===== src/rtl/imem_arb_pkg.sv =====
`default_nettype none
// +----------------------------------------------------------------------+
// | Package  : imem_arb_pkg                                              |
// | Purpose  : Shared types and default parameters for the instruction-  |
// |            memory port arbiter (fetch read vs. DMA loader write).    |
// | Contents : arb_state_e - arbiter FSM state encoding                  |
// |            DEF_*       - default width / burst / yield settings      |
// | Revision : 1.0 - initial release                                     |
// +----------------------------------------------------------------------+
package imem_arb_pkg;

   typedef enum logic [1:0] {
      ARB_FETCH = 2'd0,   // fetch owns the port, DMA request pending check
      ARB_DRAIN = 2'd1,   // idle cycle so the last fetch read can return
      ARB_DMA   = 2'd2,   // DMA owns the port
      ARB_YIELD = 2'd3    // forced fetch window after a maximal burst
   } arb_state_e;

   localparam int DEF_XLEN        = 32;
   localparam int DEF_MAX_BURST   = 8;
   localparam int DEF_FETCH_SLOTS = 2;

endpackage
`default_nettype wire


===== src/rtl/imem_port_arbiter.sv =====
`default_nettype none
// +----------------------------------------------------------------------+
// | Module   : imem_port_arbiter                                         |
// | Purpose  : Shares the single IMEM port between core fetch (read) and |
// |            the DMA loader (write). DMA bursts are capped at          |
// |            MAX_BURST beats, after which fetch gets FETCH_SLOTS       |
// |            cycles before DMA may resume.                             |
// | Ports    : clk_i, rst_i           clock / sync active-high reset     |
// |            fetch_req_i/addr_i     fetch read request                 |
// |            fetch_flush_i          drop the response of this grant    |
// |            fetch_gnt_o/rvalid_o   fetch grant / read data valid      |
// |            dma_req_i/addr_i/      DMA write beat                     |
// |            wdata_i/last_i                                            |
// |            dma_gnt_o              DMA beat accepted                  |
// |            dma_stall_o            freeze IF stage while DMA owns port|
// |            imem_en/we/addr/wdata  IMEM port                          |
// | Revision : 1.0 - initial release                                     |
// +----------------------------------------------------------------------+
module imem_port_arbiter
   import imem_arb_pkg::*;
#(
   parameter int XLEN        = DEF_XLEN,
   parameter int MAX_BURST   = DEF_MAX_BURST,
   parameter int FETCH_SLOTS = DEF_FETCH_SLOTS
) (
   input  logic            clk_i,
   input  logic            rst_i,
   input  logic            fetch_req_i,
   input  logic [XLEN-1:0] fetch_addr_i,
   input  logic            fetch_flush_i,
   output logic            fetch_gnt_o,
   output logic            fetch_rvalid_o,
   input  logic            dma_req_i,
   input  logic [XLEN-1:0] dma_addr_i,
   input  logic [XLEN-1:0] dma_wdata_i,
   input  logic            dma_last_i,
   output logic            dma_gnt_o,
   output logic            dma_stall_o,
   output logic            imem_en_o,
   output logic            imem_we_o,
   output logic [XLEN-1:0] imem_addr_o,
   output logic [XLEN-1:0] imem_wdata_o
);

   localparam int BW = $clog2(MAX_BURST + 1);
   localparam int SW = $clog2(FETCH_SLOTS + 1);

   localparam logic [BW-1:0] BEAT_LAST = BW'(MAX_BURST - 1);
   localparam logic [SW-1:0] SLOT_LAST = SW'(FETCH_SLOTS - 1);

   arb_state_e      state;
   logic [BW-1:0]   beat_cnt;
   logic [SW-1:0]   slot_cnt;
   logic            rvalid;
   logic            fetch_gnt;
   logic            dma_gnt;
   logic            stall;

   // Grants and stall are decoded from state; reset masks them so nothing
   // reaches IMEM while rst_i is high, even mid-burst.
   always_comb begin
      fetch_gnt = 1'b0;
      dma_gnt   = 1'b0;
      stall     = 1'b0;
      if (!rst_i) begin
         case (state)
            ARB_FETCH, ARB_YIELD: fetch_gnt = fetch_req_i;
            ARB_DRAIN:            stall     = 1'b1;
            ARB_DMA: begin
               dma_gnt = dma_req_i;
               stall   = 1'b1;
            end
            default: ;
         endcase
      end
   end

   assign fetch_gnt_o    = fetch_gnt;
   assign dma_gnt_o      = dma_gnt;
   assign dma_stall_o    = stall;
   assign fetch_rvalid_o = rvalid;

   // IMEM mux: the two grants are mutually exclusive by construction.
   assign imem_en_o    = dma_gnt | fetch_gnt;
   assign imem_we_o    = dma_gnt;
   assign imem_addr_o  = dma_gnt   ? dma_addr_i   :
                         fetch_gnt ? fetch_addr_i : '0;
   assign imem_wdata_o = dma_gnt   ? dma_wdata_i  : '0;

   always_ff @(posedge clk_i) begin
      if (rst_i) begin
         state    <= ARB_FETCH;
         beat_cnt <= '0;
         slot_cnt <= '0;
         rvalid   <= 1'b0;
      end else begin
         // IMEM has a fixed one-cycle read latency.
         rvalid <= fetch_gnt & ~fetch_flush_i;
         case (state)
            ARB_FETCH: begin
               if (dma_req_i) state <= ARB_DRAIN;
            end
            ARB_DRAIN: begin
               state <= ARB_DMA;
            end
            ARB_DMA: begin
               if (!dma_req_i) begin
                  // Loader aborted the burst.
                  state    <= ARB_FETCH;
                  beat_cnt <= '0;
               end else if (dma_last_i) begin
                  state    <= ARB_FETCH;
                  beat_cnt <= '0;
               end else if (beat_cnt == BEAT_LAST) begin
                  // Burst cap reached with more beats pending: hand the
                  // port back to fetch for a guaranteed window.
                  state    <= ARB_YIELD;
                  beat_cnt <= '0;
               end else begin
                  beat_cnt <= beat_cnt + 1'b1;
               end
            end
            ARB_YIELD: begin
               if (slot_cnt == SLOT_LAST) begin
                  slot_cnt <= '0;
                  state    <= dma_req_i ? ARB_DRAIN : ARB_FETCH;
               end else begin
                  slot_cnt <= slot_cnt + 1'b1;
               end
            end
            default: begin
               state <= ARB_FETCH;
            end
         endcase
      end
   end

endmodule
`default_nettype wire

===== config.mk =====
export PLATFORM = sky130hd
export DESIGN_NAME = imem_port_arbiter
export DESIGN_NICKNAME = d
export VERILOG_FILES = /design/src/rtl/imem_arb_pkg.sv /design/src/rtl/imem_port_arbiter.sv
export SDC_FILE = /design/constraint.sdc
export NUM_CORES = 1
export LEC_CHECK = 0
export BUFFER_PORTS_ARGS = -buffer_cell sky130_fd_sc_hd__buf_2
export CAP_MARGIN = 40
export CORE_AREA = 2 2 66 68
export DETAILED_ROUTE_END_ITERATION = 10
export DIE_AREA = 0 0 68 70
export PLACE_DENSITY_LB_ADDON = 0.12
export SLEW_MARGIN = 5
export SYNTH_ARGS = -nofsm -noshare
export SYNTH_HDL_FRONTEND = slang
export SYNTH_SLANG_ARGS = --single-unit

===== constraint.sdc =====
create_clock -name clk_i -period 4.1 [get_ports clk_i]
set_input_delay 0.41 -clock clk_i [delete_from_list [all_inputs] [get_ports clk_i]]
set_output_delay 0.41 -clock clk_i [all_outputs]
set_load 0.02 [all_outputs]

* After elaboration in Yosys (flattened, before gate mapping)
Cells that the tools add are included. Widths: inputs -> output; s select.
Word-level totals: memories kept 0, bits in writable memories 0, bits in read-only memories 0, bits of input ports 102, register bits after elaboration 9, output and inout port bits 70, bits in latches 0
Operators by class: add/sub/neg operators 2, reduce and logical (&&, ||, !) cells 4, multiplexer cells 20, multipliers 0, eq/ne operators 8, div/mod/pow operators 0, shifts and indexed selects 0, bitwise operators 3, magnitude comparators 0
Operator list (number):
- $mux 32 | 3
- $mux 2 | 6
- $mux 4 | 3
- $pmux 2 s4 | 1
- $mux 1 | 7
- $add 4x1->4 const B | 1
- $eq 2x1->1 const B | 2
- $eq 2x2->1 const B | 2
- $eq 4x3->1 const B | 1
- $ne 2x2->1 const B | 2
- $ne 4x4->1 const B | 1
- $reduce_or 2->1 | 2
- $reduce_and 3->1 | 1
- $add 2x1->2 const B | 1
- $logic_not 2->1 | 1
- $and 1x1->1 | 1
- $not 1->1 | 1
- $or 1x1->1 | 1

* Logic depth before layout (Yosys ltp)
Gate-level depths: netlist of run 1.
word-level depth 6, depth in mapped cells 7, mapped depth without buffers 5

* Least setup slack after synthesis of run 1
OpenSTA, ideal clock, no wires.
path type register to output, start point reg state[0], end point out imem_addr_o[10], data required time 3690 ps, cell stages (with the launch flop) 7, data arrival time 1656 ps, slack 2034 ps, cell sequence dfxtp_1 -> inv_1 -> ha_1 -> or3b_4 -> a21oi_4 -> buf_4 -> a22o_1
Between the ends: word-level cells in the longest chain between the ends 6, elaborated cells on any way between the ends 10, classes of those cells eq/ne: 2; mux: 6; reduce/logical: 2
RTL lines:
- from (decl) | RTL line imem_port_arbiter.sv:51 | arb_state_e state;
- from (signal assigned) | RTL line imem_port_arbiter.sv:126 | state <= dma_req_i ? ARB_DRAIN : ARB_FETCH;
- $eq 2x2->1 or $logic_not 2->1 (tied branches) | RTL line imem_port_arbiter.sv:66 | case (state)
- $reduce_or 2->1 | RTL line imem_port_arbiter.sv:66
- $mux 1 | RTL line imem_port_arbiter.sv:66
- $mux 1 | RTL line imem_port_arbiter.sv:65 | if (!rst_i) begin
- $mux 32 | RTL line imem_port_arbiter.sv:87 | fetch_gnt ? fetch_addr_i : '0;
- $mux 32 * | RTL line imem_port_arbiter.sv:86 | assign imem_addr_o = dma_gnt ? dma_addr_i :
- to (decl) | RTL line imem_port_arbiter.sv:41 | output logic [XLEN-1:0] imem_addr_o,
Mark *: on every way between the ends. The rest lies on a longest branch, timed or not.

* Worst setup path after layout of run 1
start point reg state[0], end point out imem_addr_o[23]
Same word-level chain as after synthesis.

==> results of run 1 <==
through the flow:
step | instances | setup slack (ps) | area, um^2 | util
after floorplan | 128 | 2030 | 1050 | -
after global placement | 339 | 1460 | 1910 | 0.460
after detailed placement | 339 | 1400 | 1910 | 0.460
after CTS | 343 | 1130 | 1950 | 0.471
after global routing | 343 | 926 | 1950 | 0.471
final | 343 | 1130 | 1950 | 0.471
critical path, stage by stage (launching register included):
cell and delay [ps]:
sky130_fd_sc_hd__dfxtp_1 300, sky130_fd_sc_hd__inv_1 140, sky130_fd_sc_hd__ha_1 320, sky130_fd_sc_hd__nand2_1 170
sky130_fd_sc_hd__nor2_4 660, sky130_fd_sc_hd__buf_4 370, sky130_fd_sc_hd__a22o_1 180, sky130_fd_sc_hd__buf_2 170
registers in the layout, summed over array words and instances, names as in the netlist:
name and flops:
slot_cnt 2, state 2, fetch_rvalid_o 1, beat_cnt 4
layer usage:
layer | track usage | vias to the layer above | share of wire
li1 | - | 793 | -
met1 | 0.242 | 647 | 0.43
met2 | 0.303 | 69 | 0.46
met3 | 0.0612 | 7 | 0.11
met4 | 0.0467 | 2 | 0.0078
met5 | 0 | - | 0.0026
cell families (layout without fill, tap and decap cells):
group | count (synthesis) | after routing | synth area share
and+or+nand+nor | 50 | 50 | 0.295
AOI/OAI and AO/OA | 46 | 46 | 0.376
buffers and inverters | 17 | 180 | 0.0893
DFF | 9 | 9 | 0.171
adders and majority gates | 5 | 5 | 0.0595
xor gates and xnor gates | 1 | 1 | 0.00833
power by group:
group          switching [W]  leakage, nW  total (W)  internal [W]
clock              0.0000368       0.0228   0.000105     0.0000679
sequential        0.00000479       0.0731   0.000100     0.0000953
combinational       0.000167         1.12   0.000291      0.000123
total               0.000209         1.21   0.000495      0.000286
final timing paths:
path	from	endpoint	slack [ps]
worst max-delay path	state[0]	imem_addr_o[23]	1130
worst min-delay path	fetch_flush_i	fetch_rvalid_o	340
worst max register to register	state[0]	state[0]	2410
worst min register to register	slot_cnt[1]	slot_cnt[1]	420
layout by cell type, fill, tap and decap left out, types with 2 or more instances in the layout:
master,synthesis,final
sky130_fd_sc_hd__ha_1,5,5
sky130_fd_sc_hd__inv_1,4,4
sky130_fd_sc_hd__a21oi_1,4,4
sky130_fd_sc_hd__nor2_1,4,3
sky130_fd_sc_hd__a22o_1,32,32
sky130_fd_sc_hd__nand2b_1,3,3
sky130_fd_sc_hd__a211oi_1,2,2
sky130_fd_sc_hd__buf_2,4,171
sky130_fd_sc_hd__and2_1,32,32
sky130_fd_sc_hd__dfxtp_1,9,9
sky130_fd_sc_hd__nand3b_1,2,2
sky130_fd_sc_hd__clkbuf_8,0,3
sky130_fd_sc_hd__nor2b_1,2,2
layout make-up:
cell class / count / share of cell area
clock buffers: 4 / 0.0231
inverters: 4 / 0.00769
multi-input cells: 102 / 0.402
flip-flops and latches: 9 / 0.0922
repair buffers: 172 / 0.442
well taps: 52 / 0.0333
==> summary by stage, run 1 <==
Route
The overall routed net length is roughly 5000 um. The average detailed-routed wire length per instance is approximately 15 um. The mean number of vias per cell is between 4 and 5. Detailed routing inserted a total of ~1500 vias. The number of routed nets with antenna violations is 0. The first detailed-routing pass took 4 iterations.

After detailed routing, the number of remaining DRC violations is 0. The detailed router finished its first iteration with 66 violations.

Yosys
The cell area after technology mapping is 1050 um^2. The post-synthesis async set-or-reset flop share is 0. The instance count of the mapped netlist is roughly 130. Of the synthesized area, sequential elements account for 0.171. The synthesized design spends more area on one cell type than any other, namely sky130_fd_sc_hd__a22o_1. Synthesis inferred 9 register bits. During synthesis, Yosys emitted a total of 0 warnings. The area share of the largest cell type after synthesis is 0.267. The number of unique standard cell types used by synthesis is 33. In the post-synthesis netlist, the biggest area contributors are sky130_fd_sc_hd__a22o_1 (27%), sky130_fd_sc_hd__and2_1 (19%), sky130_fd_sc_hd__dfxtp_1 (17%).

By count the netlist is led by sky130_fd_sc_hd__a22o_1 (32), sky130_fd_sc_hd__and2_1 (32), sky130_fd_sc_hd__dfxtp_1 (9). When the netlist entered floorplanning its net count stood at between 200 and 250. For this run, the leading register cell type out of synthesis is sky130_fd_sc_hd__dfxtp_1. The mean post-synth cell area is just over 8 um^2. The count of flip-flops with a built-in enable after synthesis is 0.

Floorplanning
During I/O placement, the number of pins put on the boundary was roughly 170. The area of the die is around 4800 um^2. The floorplan has 24 rows.

The initial standard-cell utilization of the core is 0.254. The width of the chip is about 68 um. The floorplan step set the die height to ~70 um. The standard cell core area is 4140 um^2.

STA
The count of final max-slew check failures is 0. Setup repair after global routing left no endpoint under its margin. The final count of negative-setup-slack endpoints is 0. Setup total negative slack on the finished layout was measured at 0 ps.

The worst relative slew slack is 0.447. Based on the critical path, the design can be clocked at up to about 340 MHz. The worst setup skew after layout is about 3.1 ps. The final-report hold violation count is 0. For the pin with the worst max-slew slack, the measured transition is about 830 ps. The worst path needs approximately 3000 ps of the cycle, external delays included. The post-route clock period utilization is 0.725. The worst hold slack across all endpoints is around 340 ps.

Placed design
The quantity of I/O buffers inserted on ports is roughly 170. The wire-length estimate of the detail-placed layout is just over 4000 um. The weighted congestion at the end of routability-driven global placement is between 0.7 and 0.8.

Global route
The initial antenna violation count is 1. Global routing finished with a remaining overflow of 0. The wire length of the first global-routing pass is just under 7000 um. Across every metal layer, demand over resource in global routing totals 0.189. The via count of the first global-routing pass is 1302.

Entering global routing, the biggest net connects between 40 and 50 pins.

Cells and area
In the final layout, the multi-input gates occupy roughly 780 um^2. From synthesis to final layout, the design area changed by 85.8%. For this run, the post-layout net count is 399. The number of antenna diodes in the final layout is 0.

The number of fill cells in the layout is 427. In the final layout, flip-flops and latches occupy approximately 180 um^2. In the final layout, the share of cells above drive strength 1 is 0.615.

Worst hold path
The worst hold path belongs to the class in -> reg. The number of cells on the worst hold path is 2.

Clocking
TritonCTS built the clock tree. The longest clock path from root to sink contains 2 buffers. The cell chosen for the clock root is sky130_fd_sc_hd__clkbuf_8. Clock latency on the worst-skew pair, taken at its later pin, is around 240 ps. After clock tree synthesis, the flow added hold-fix buffers numbering 0.

The number of clock buffers added by TritonCTS is 3. The H-tree depth reported by CTS is 1. Clock-pin slew was measured on the worst setup and hold paths at 50 ps. The number of post-CTS setup repair buffers is 0. The number of sinks driven by the clock tree is 9. The number of gates resized after CTS is 0.

Critical path
The setup path with the least slack is of type reg -> out. The worst-path maximum fanout is 47. The critical path launch point type is a flip-flop. The required time at the worst-slack endpoint is about 3700 ps. For the worst setup path, the data arrival time is approximately 2600 ps. The element type at the critical path end is an output pin. Measured in cells, the most critical reg-to-reg path has a length of 5.

Run status
The flow ran to the end, and the final reports show no timing, DRC or antenna violations.

Power
VDD sags by at most between 0.2 and 0.25 mV. The total power of the final layout is about 0.00050 W. Dividing total power by cell area gives a power density of 254 nW/um^2. In this run the static leakage power is approximately 1.2 nW.

Flow run
The count of max-cap constraint violations is 0.
Power figures use the tool's default switching activity.
==> run 2, diff against run 1 <==
Settings changed: CORE_AREA 2 2 66 68 to unset, CORE_UTILIZATION set to 25, DIE_AREA 0 0 68 70 to unset.
Clock period 4.1 ns to 2.7 ns, I/O delays scaled along.
==> run 2 against run 1 <==
Net effect:
- die area down 6.1%
- utilization rose by 1.7 points
- global-route usage grew 0.99 points
- first-iteration DRC count shrank 29%
- largest power group unchanged
==> summary by stage, run 2 (synthesis gave the netlist of run 1 again) <==
Clocking
The H-tree depth reported by CTS is 1. The clock insertion delay at the later pin of the skew report is approximately 240 ps. The clock-pin slew reported for the worst setup and hold paths after clock tree synthesis is ~50 ps. The number of sinks driven by the clock tree is 9. The cell chosen for the clock root is sky130_fd_sc_hd__clkbuf_8.

Buffers added to address setup during post-CTS repair amount to 0. In this run, post-CTS repair resized a total of 0 instances. In this run, CTS created clock tree buffers numbering 3. Hold repair after CTS inserted 0 buffers. The buffer levels on the longest clock path is 2.

TritonCTS built the clock tree.

Placed design
The sum of net half-perimeters after detailed placement is 4270 um. The congestion estimate from routability-driven global placement came to a little under 0.8. In this run the tool buffered the top-level ports with between 150 and 200 buffer cells. The standard cell area after detailed placement is slightly below 2000 um^2.

Route
Detailed routing inserted a total of 1569 vias. The initial DRC count is 47. The total met2 wirelength after detailed routing is 2850 um. For this run, design rule violations remaining after detail routing come to 0. The mean number of vias per cell is 4.57. The sum of met3 wire segment lengths after detailed routing is ~470 um. After detailed routing, the wire length on met1 is about 1700 um. The count of nets left with antenna violations once routing finished came out at 0. The topmost layer with routed signal wires is met4. The first TritonRoute pass finished after 4 iterations. Wires add up to 5100 um. The average detailed-routed wire length per instance is 14.9 um.

Critical path
For the worst setup path, the data arrival time is ~2300 ps. For the worst flop-to-flop path, the logic depth is 5. STA classifies the critical path startpoint as a flip-flop. In this run the critical register-to-register path is launched from state[0]. The category of the most critical setup path is reg -> out. In this run the critical register-to-register path is captured at state[0]. STA puts the critical path data required time at approximately 2400 ps. The most critical setup path has its startpoint at state[0]. In this run the worst path has a maximum fanout of 32. The most critical setup path has its endpoint at imem_addr_o[4]. The register-to-register setup slack is about 940 ps. The element type at the critical path end is an output pin.

STA
The worst setup skew after layout is about 2.1 ps. Setup repair after global routing left no endpoint under its margin. After routing, the total negative slack on setup checks comes to 0 ps. The post-route clock period utilization is 0.934. The final-report hold violation count is 0.

At the pin with the least slew margin, the transition time is 401 ps. Timing would allow up to ~400 MHz. The count of final max-slew check failures is 0.

Measured against its own limit, the worst slew margin works out to 0.733. The final count of negative-setup-slack endpoints is 0. The final critical delay including setup and external delays is between 2000 and 3000 ps.

Worst hold path
The path class of the tightest hold or removal check is in -> reg.

Global route
The initial antenna violation count is 0. The total congestion overflow after global routing is 0. The via count of the first global-routing pass is 1309. For this run, the total global-route usage over all layers was measured as 0.199. Entering global routing, the biggest net connects 46 pins. The first global-routing pass estimated 6420 um of wire.

Cells and area
The finished cells cover 1970 um^2. The register name with the most flops is beat_cnt. The final layout contains 401 nets. In the layout the commonest cells are sky130_fd_sc_hd__buf_2 (171), sky130_fd_sc_hd__and2_1 (32), sky130_fd_sc_hd__a22o_1 (32). The share of cells above drive strength 1 is 0.621. The most common library cell in the layout ignoring fill and taps is sky130_fd_sc_hd__buf_2. The number of flip-flops under the largest register name is 4. In the final layout, the registers with the most flip-flops are beat_cnt: 4 flops, slot_cnt: 2 flops, state: 2 flops. Relative to the synthesized area, the layout overhead comes to 87.1%. The repair_antennas step left the layout with diodes totalling 0.

Floorplanning
The standard cell core area is 4030 um^2. The standard-cell row count is 23. The width of the chip is between 60 and 70 um. The area of the die is 4470 um^2. The boundary pin count is ~170. The vertical die dimension is approximately 67 um. The initial standard-cell utilization of the core is 0.261.

Power
The design draws between 0.0007 and 0.0008 W. For this design the ratio of total power to cell area is around 390 nW/um^2. IR analysis of the VDD net gives a maximum drop of slightly above 0.3 mV. In this run the static leakage power is about 1.2 nW.

Run status
The run finished with clean final reports.

Flow run
Across the run, the number of max-cap violations was 0.
-- run 2: cell types whose count changed in the layout (fill, tap and decap cells not counted), sizes merged --
cell    delta
buf        +2
clkbuf     -1
clkinv     +1
-- run 2: layout make-up --
type	instances	area [um^2]
Fill cell	433	2060
Timing Repair Buffer	174	878
Multi-Input combinational cell	102	785
Sequential cell	9	180
Tap cell	50	62.6
Clock buffer	3	41.3
Inverter	4	15.0
Clock inverter	1	5.00
-- run 2: worst min-delay path by stage --
stage	end	startpoint	cells after the start	slack (ps)
after floorplan	fetch_rvalid_o	fetch_flush_i	1	340
after global placement	slot_cnt[1]	slot_cnt[1]	2	410
after detailed placement	slot_cnt[1]	slot_cnt[1]	2	420
after CTS	fetch_rvalid_o	fetch_flush_i	2	190
after global routing	fetch_rvalid_o	fetch_flush_i	2	190
final	fetch_rvalid_o	fetch_flush_i	2	190
-- run 2: report_power, final --
group	internal, W	leakage, nW	switching (W)
Clock	0.000101	0.0255	0.0000569
Sequential	0.000145	0.0731	0.00000731
Combinational	0.000191	1.13	0.000258
-- run 2: per-layer routing --
layer	up-vias	global-route usage
met5	-	0
met4	0	0.0346
met3	6	0.0582
met2	79	0.410
met1	686	0.190
li1	798	-
-- run 2: critical path, cell delays in order (launching register included) --
cell,delay [ps]
sky130_fd_sc_hd__dfxtp_1,320
sky130_fd_sc_hd__inv_1,100
sky130_fd_sc_hd__ha_1,320
sky130_fd_sc_hd__or3b_4,410
sky130_fd_sc_hd__a21oi_4,110
sky130_fd_sc_hd__buf_4,320
sky130_fd_sc_hd__a22o_1,230
sky130_fd_sc_hd__buf_2,180
-- run 2: metrics by stage --
| stage | worst slack [ps] | hold slack [ps] | util | cells |
|---|---|---|---|---|
| final | 178 | 192 | 0.488 | 343 |
| after global routing | 88.0 | 193 | 0.488 | 343 |
| after CTS | 173 | 191 | 0.488 | 343 |
| after detailed placement | 436 | 418 | 0.477 | 339 |
| after global placement | 449 | 413 | 0.477 | 339 |
| after floorplan | 774 | 342 | - | 128 |
==> run 3, diff against run 2 <==
Settings changed: CTS_CLUSTER_SIZE set to 28, PLACE_DENSITY set to 0.76, PLACE_DENSITY_LB_ADDON 0.12 to unset.
==> run 3 against run 2 <==
Net effect:
- largest power group unchanged
- cell count shrank 0.29%
- critical endpoint is now imem_addr_o[31]
- sequential power about the same
- clock power grew 3%
==> summary by stage, run 3 (synthesis gave the netlist of run 1 again) <==
STA
The worst relative slew slack is 0.761. The final-report hold violation count is 0. The worst setup skew after layout is 7.91 ps.

The count of final max-slew check failures is 0. The aggregate negative setup slack is 0 ps. The final count of negative-setup-slack endpoints is 0. The highest clock rate is roughly 410 MHz.

For the pin with the worst max-slew slack, the measured transition is 357 ps. The worst path meets setup with roughly 250 ps of slack. The tightest hold path in the finished design has a slack of between 150 and 200 ps. The post-route clock period utilization is 0.908. Setup repair after global routing left no endpoint under its margin. Counting I/O delays and the setup requirement, the final critical path takes ~2500 ps.

Power
Of the total power, combinational logic draws 0.587. The internal power component is 0.000440 W. The fraction of power consumed by sequential logic is 0.200. Of the total power, the share spent switching nets is 0.421. The proportion of power drawn by the clock network is 0.213.

For this design the static power due to leakage is around 1.2 nW. The power density over the cells is ~390 nW/um^2. In this run the power spent charging and discharging nets is about 0.00032 W. The worst voltage drop across the vdd grid is around 0.23 mV. The total power of the final layout is 0.000759 W.

Placed design
The sum of net half-perimeters after detailed placement is around 3800 um. Routability-driven placement finished with a final weighted congestion of roughly 0.79. The minimum setup slack after placement is 492 ps.

Input and output buffers added on the ports amount to roughly 170.

Cells and area
The antenna diode count is 0. For this run, the post-layout net count is 400. For this run, the share of the core covered by cells in the final layout is 0.489.

Relative to the synthesized area, the layout overhead comes to 87.5%. In the layout the commonest cells are sky130_fd_sc_hd__buf_2 (171), sky130_fd_sc_hd__and2_1 (32), sky130_fd_sc_hd__a22o_1 (32). The most common library cell in the layout ignoring fill and taps is sky130_fd_sc_hd__buf_2.

The share of cells above drive strength 1 is 0.616. Ranked by flip-flop count, first place goes to beat_cnt. The number of fill cells in the layout is about 430. The number of flip-flops under the largest register name is 4.

In the final layout, the registers with the most flip-flops are beat_cnt: 4 flops, slot_cnt: 2 flops, state: 2 flops.

Clocking
The H-tree depth reported by CTS is 1. In this run, CTS created clock tree buffers numbering 3. In this run, post-CTS hold repair placed 0 buffers. The buffer levels on the longest clock path is 2. The clock-pin slew reported for the worst setup and hold paths after clock tree synthesis is about 50 ps.

The number of gates resized after CTS is 0. Post-CTS timing repair inserted 0 buffers for setup. The clock drives 9 sinks.

The cell sitting at the root of the clock tree is a sky130_fd_sc_hd__clkbuf_8. The CTS tree is built. The clock insertion delay at the later pin of the skew report is 240 ps.

Worst hold path
In this run the worst hold path is classified as in -> reg. The number of cells on the worst hold path is 2.

Route
For this block, the initial DRC count from the detailed router was 34. Summing over every cut layer, the via total after detailed routing is ~1600. The first-pass detailed-route iteration total is 4. The average detailed-routed wire length per instance is 13.7 um. The mean number of vias per cell is ~4.6. The post-detailed-route DRC marker count is 0. The number of routed nets with antenna violations is 0. The routed design has approximately 4700 um of wire.

Critical path
The signal on the critical path passes through inv_1 > ha_1 > or3b_4 > a21oi_4 > buf_4 > a22o_1 > buf_2. The slowest stage cell on the critical path is sky130_fd_sc_hd__or3b_4. The critical path launch point type is a flip-flop. The kind of cell adding the most delay to the critical path is buffers and inverters. The worst register-to-register path has a depth of 5. The largest single stage delay on the critical path is about 410 ps. At the worst endpoint, the required time is approximately 2400 ps. STA classifies the critical path endpoint as an output pin. The endpoint arrival time on the critical path is about 2200 ps. The cell count along the critical path is 7. Along the worst path, the maximum fanout reaches 32. The critical path contains buffers and inverters numbering 3 combined.

The category of the most critical setup path is reg -> out.

Global route
The total track usage is 0.180. The largest net degree at the start of global routing is 67. The wire length of the first global-routing pass is roughly 5900 um.

The via count of the first global-routing pass was 1268. The total overflow left after global routing is 0. The initial antenna violation count is 0.

Floorplanning
The standard-cell row count is 23. The die is about 67 um tall. The initial standard-cell utilization of the core is 0.261. Pin placement for this block handled 172 I/O pins. The area of the die is around 4500 um^2. The width of the chip is approximately 67 um. The standard cell core area is roughly 4000 um^2.

Flow run
The count of max-cap constraint violations is 0.

Run status
The run finished with clean final reports.
[run 3: cell count changes in the layout (fill, tap and decap cells not counted)]
cell	change
sky130_fd_sc_hd__buf_4	-2
sky130_fd_sc_hd__buf_12	+1
sky130_fd_sc_hd__clkbuf_1	+1
sky130_fd_sc_hd__clkinv_2	-1
[run 3: power by group through the flow]
stage / Sequential (W) / Clock [W] / Combinational (W)
detailed placement: 0.000155 / 0 / 0.000445
CTS: 0.000152 / 0.000168 / 0.000448
finish: 0.000152 / 0.000162 / 0.000446
global route: 0.000153 / 0.000173 / 0.000483
global placement: 0.000154 / 0 / 0.000440
floorplan: 0.000155 / 0 / 0.000279
[run 3: final cells by class]
type,count,area (um^2),area share
Multi-Input combinational cell,102,785,0.398
Clock buffer,4,45.0,0.0229
Tap cell,50,62.6,0.0317
Sequential cell,9,180,0.0914
Timing Repair Buffer,173,883,0.448
Inverter,4,15.0,0.00762
[run 3: path summary, 6_finish.rpt]
check	startpoint	endpoint	slack, ps
max	state[1]	imem_addr_o[31]	250
min	fetch_flush_i	fetch_rvalid_o	180
max reg2reg	state[0]	state[0]	960
min reg2reg	slot_cnt[1]	slot_cnt[1]	440
[run 3: through the flow]
stage | cell area, um^2 | std cells
after floorplan | 1050 | 128
after global placement | 1930 | 338
after detailed placement | 1930 | 338
after CTS | 1970 | 342
after global routing | 1970 | 342
final | 1970 | 342
[run 3: layer usage]
| metal | GRT usage | share of wire |
|---|---|---|
| met5 | 0 | 0 |
| met1 | 0.186 | 0.37 |
| met3 | 0.0325 | 0.090 |
| met2 | 0.365 | 0.54 |
| met4 | 0.0399 | 0.0068 |
